File: src/rtl/alu_control.sv
// Decode-stage ALU control: maps primary opcode and funct/rt field to a
// registered 4-bit ALU operation select consumed by the execute stage.
module alu_control (
  input  logic       Clk,
  input  logic       Reset,
  input  logic [5:0] Instruction,
  input  logic [5:0] OpCode,
  output logic [3:0] ALUControl
);

  localparam logic [3:0] ALU_ADD  = 4'd0;
  localparam logic [3:0] ALU_SUB  = 4'd1;
  localparam logic [3:0] ALU_MUL  = 4'd2;
  localparam logic [3:0] ALU_AND  = 4'd3;
  localparam logic [3:0] ALU_OR   = 4'd4;
  localparam logic [3:0] ALU_NOR  = 4'd5;
  localparam logic [3:0] ALU_XOR  = 4'd6;
  localparam logic [3:0] ALU_SLL  = 4'd7;
  localparam logic [3:0] ALU_SRL  = 4'd8;
  localparam logic [3:0] ALU_SLT  = 4'd9;
  localparam logic [3:0] ALU_JUMP = 4'd10;

  logic [3:0] w_rtype_ctrl;
  logic [3:0] w_alu_ctrl;
  logic [3:0] r_alu_ctrl;

  // R-type: operation selected by the funct field
  always_comb begin
    w_rtype_ctrl = ALU_ADD;
    case (OpCode)
      6'b100000: w_rtype_ctrl = ALU_ADD;
      6'b100010: w_rtype_ctrl = ALU_SUB;
      6'b100100: w_rtype_ctrl = ALU_AND;
      6'b100101: w_rtype_ctrl = ALU_OR;
      6'b100111: w_rtype_ctrl = ALU_NOR;
      6'b100110: w_rtype_ctrl = ALU_XOR;
      6'b000000: w_rtype_ctrl = ALU_SLL;
      6'b000010: w_rtype_ctrl = ALU_SRL;
      6'b101010: w_rtype_ctrl = ALU_SLT;
      6'b001000: w_rtype_ctrl = ALU_ADD;
      default:   w_rtype_ctrl = ALU_ADD;
    endcase
  end

  // Non-R-type: OpCode is ignored, including rt for REGIMM branches
  always_comb begin
    w_alu_ctrl = ALU_ADD;
    case (Instruction)
      6'b000000: w_alu_ctrl = w_rtype_ctrl;
      6'b001000: w_alu_ctrl = ALU_ADD;
      6'b011100: w_alu_ctrl = ALU_MUL;
      6'b100011,
      6'b100001,
      6'b100000,
      6'b101011,
      6'b101001,
      6'b101000: w_alu_ctrl = ALU_ADD;
      6'b000001,
      6'b000100,
      6'b000101,
      6'b000111,
      6'b000110: w_alu_ctrl = ALU_SUB;
      6'b000010,
      6'b000011: w_alu_ctrl = ALU_JUMP;
      6'b001100: w_alu_ctrl = ALU_AND;
      6'b001101: w_alu_ctrl = ALU_OR;
      6'b001110: w_alu_ctrl = ALU_XOR;
      6'b001010: w_alu_ctrl = ALU_SLT;
      default:   w_alu_ctrl = ALU_ADD;
    endcase
  end

  always_ff @(posedge Clk) begin
    if (Reset) begin
      r_alu_ctrl <= ALU_ADD;
    end else begin
      r_alu_ctrl <= w_alu_ctrl;
    end
  end

  assign ALUControl = r_alu_ctrl;

endmodule

File: config.mk
export PLATFORM = sky130hd
export DESIGN_NAME = alu_control
export DESIGN_NICKNAME = d
export VERILOG_FILES = /design/src/rtl/alu_control.sv
export SDC_FILE = /design/constraint.sdc
export NUM_CORES = 1
export LEC_CHECK = 0
export ABC_AREA = 0
export ABC_CLOCK_PERIOD_IN_PS = 1500
export CORE_UTILIZATION = 23
export CTS_CLUSTER_SIZE = 28
export DETAILED_ROUTE_END_ITERATION = 6
export GPL_ROUTABILITY_DRIVEN = 1
export PLACE_DENSITY_LB_ADDON = 0.15
export SYNTH_ARGS = -nofsm -noshare
export SYNTH_HDL_FRONTEND = slang
export SYNTH_SLANG_ARGS = --single-unit
File: constraint.sdc
create_clock -name Clk -period 1.5 [get_ports Clk]
set_input_delay 0.15 -clock Clk [delete_from_list [all_inputs] [get_ports Clk]]
set_output_delay 0.15 -clock Clk [all_outputs]
set_load 0.02 [all_outputs]
==> out/summary.txt <==
Initial antenna violation count - 0
Number of global-route vias before repair - 455
Antenna Diode Count - 0
Height of the die - 45.9 um
Die boundary width - 45.9 um
Wire length of the first global-routing pass - 1.84 mm
Nets - 102
Arr. time, crit path - 1530 ps
Leading cell type in the layout, fill and taps excluded - buf_4
Type of element capturing the critical path - flop
Type of element launching the critical path - primary input
Total of max-cap violations - 0
Wire length on met2 - 502 um
Post-route minimum period - 1400 ps
Setup repair after global routing missed its margin - false
Final Wtd Congestion - 0.703
H-tree levels - 1
Final std cell area, no fill - 763 um2
Final Hold Fails - 0
Detailed-route wire length on metal 1 - 548 um
Area Growth Syn to Fin - 71.8%
Register area - 80.1 um2
Layout cells sized above 1 - 30.2%
Worst hold path type - in -> reg
Avg Synthesized Cell Area - 8.08 um2
Number of buffers on the longest clock path - 2
Largest net degree at the start of global routing - 11
Final worst path period share - 93.6%
Total Die Area - 0.00211 mm2
Hold path startpoint - Instruction[2]
Worst Path Required - 1630 ps
Final antenna-violating net count - 0
Status - finished clean
Drt via density - 4.83
Routed vias - 536
Wire length on met3 - 50 um
Crit path largest cell delay - 540 ps
Total routed wirelength - 1.10 mm
Worst supply voltage drop on vdd - 0.151 mV
Clock Root Buffer - clkbuf_4
Register bit count reported by yosys - 4
Number of distinct library cell variants in the gate-level netlist after synthesis - 32
CTS tree - built
CP max-delay cell - or4_4
DRC Markers - 0
WHS Endpoint - ALUControl[3]
HPWL after detailed placement - 885 um
Number of instances in the synthesized netlist - 55
Total I/O pin count - 18
Cell depth of the worst min-delay path - 3
Placement row count - 15
Number of flip-flops under the largest register name - 4
Hold buffer count at CTS - 0
Synthesized Nets - 69
Lkg Pwr - 0.323 nW
Commonest cells after routing, fill and taps aside - 16 x buf_4, 9 x clkdlybuf4s50_1, 5 x a21oi_1, 5 x dlymetal6s2s_1, 4 x dfxtp_1
Number of filler cells placed in the layout - 190
Starting density of the core - 25.2%
Category of the critical setup timing path - in -> reg
Ordered cell list for the critical path - dlygate4sd2_1 > or4_4 > a211oi_2 > a311oi_2 > a2111oi_2
Tightest Pin Transition - 362 ps
CTS buffer count - 3
Drt pass-1 iters - 4
Warnings from Yosys - 0
First DRT Iteration DRCs - 6
Max-slew violation total from the final report - 0
Total of buffers placed on input and output ports - 17
Final-report setup violation count - 0
Power Dens Cells - 493 mW/mm2
Avg WL per Cell - 9.92 um
Global-route total usage across every layer - 11.9%
Area of the multi-input gates - 323 um2
Clk pin slew, worst setup/hold paths - 40 ps
Biggest fanout along the worst timing path - 3
Core Region - 0.00176 mm2
Sequential fraction of the synthesis area - 18.0%
Top routing layer in use - met3
DP Area - 718 um2
Remaining max-slew budget at the tightest pin - 75.6%
Post-synth design cell area - 444 um2
Fmax - 0.712 GHz
Overflow left after global routing - 0
Setup TNS after final layout - 0 ps
TritonCTS sink count - 4
-- critical path, delay by kind of cell --
kind | cells | cell delay [ps]
buffers and inverters | 1 | 250
AOI/OAI and AO/OA | 3 | 580
and+or+nand+nor | 1 | 540
-- metal layers --
layer  GRT usage, %  vias up
met5              0        -
met1           15.3      245
met2           18.9       15
li1               -      276
met3           1.19        0
met4           7.06        0
-- cells in the mapped netlist --
| cell type | n | area (um2) |
|---|---|---|
| and2_1 | 1 | 6.26 |
| a21oi_1 | 5 | 25.0 |
| or4_4 | 2 | 22.5 |
| buf_6 | 2 | 22.5 |
| o21bai_1 | 1 | 7.51 |
| nor4_1 | 2 | 12.5 |
| a31oi_1 | 2 | 12.5 |
| nor2_1 | 3 | 11.3 |
| a2bb2oi_1 | 1 | 8.76 |
| o21ai_0 | 1 | 5.00 |
| or4bb_2 | 1 | 12.5 |
| a2111oi_2 | 1 | 15.0 |
| a311oi_1 | 1 | 8.76 |
| nand3b_1 | 3 | 22.5 |
| nand2_1 | 2 | 7.51 |
| o211ai_1 | 2 | 15.0 |
| a211oi_2 | 1 | 12.5 |
| o2111a_1 | 1 | 11.3 |
| nor4_2 | 1 | 12.5 |
| inv_1 | 2 | 7.51 |
| o21a_1 | 1 | 7.51 |
| dfxtp_1 | 4 | 80.1 |
| buf_4 | 1 | 7.51 |
| nor2b_1 | 3 | 18.8 |
| or3_1 | 1 | 6.26 |
| o41ai_1 | 1 | 8.76 |
| a211oi_1 | 2 | 15.0 |
| buf_2 | 2 | 10.0 |
| xnor2_1 | 1 | 8.76 |
| nand2b_1 | 2 | 12.5 |
| o21ai_1 | 1 | 5.00 |
| nand3_1 | 1 | 5.00 |
-- worst max-delay path by stage --
stage	to	cells after the start	slack, ps	start
floorplan	ALUControl[2]	5	150	Instruction[3]
global placement	ALUControl[2]	5	-290	OpCode[2]
detailed placement	ALUControl[2]	5	-300	OpCode[0]
CTS	ALUControl[0]	5	10	OpCode[5]
global route	ALUControl[2]	5	20	OpCode[0]
finish	ALUControl[2]	5	100	OpCode[0]
-- power by group --
group	switching, mW	leakage [nW]	internal (mW)
Combinational	0.0602	0.276	0.0785
Sequential	0.000296	0.0323	0.108
Clock	0.0401	0.0138	0.0892
-- stage by stage --
| step | std cells | total power, mW | setup slack, ps | hold WS [ps] | utilization [%] |
|---|---|---|---|---|---|
| 4_1_cts | 110 | 0.387 | 10.3 | 527 | 42.1 |
| 3_3_place_gp | 107 | 0.251 | -289 | 864 | 40.7 |
| 6_report | 111 | 0.377 | 96.4 | 302 | 43.3 |
| 3_5_place_dp | 107 | 0.251 | -299 | 862 | 40.7 |
| 5_1_grt | 111 | 0.399 | 20.5 | 314 | 43.3 |
| 2_1_floorplan | 55 | 0.173 | 148 | 219 | - |
-- repair_timing --
action,in CTS,in global routing
pin swaps,3,4
setup buffers,0,1
endpoints found under the setup margin,2,3
gates resized for setup,4,5
-- final cells by class --
class,instances,area share [%]
tap,25,4.10
sequential,4,10.5
clock buffer,3,2.95
timing repair buffer,33,39.2
multi-input combinational,44,42.3
inverter,2,0.984
-- cells by family after synthesis --
family          Yosys count  share of synthesized area (%)
compound gates           21                           35.5
xor+xnor                  1                           1.97
buf+inv                   7                           10.7
flops                     4                           18.0
simple gates             22                           33.8
Power figures use the tool's default switching activity.
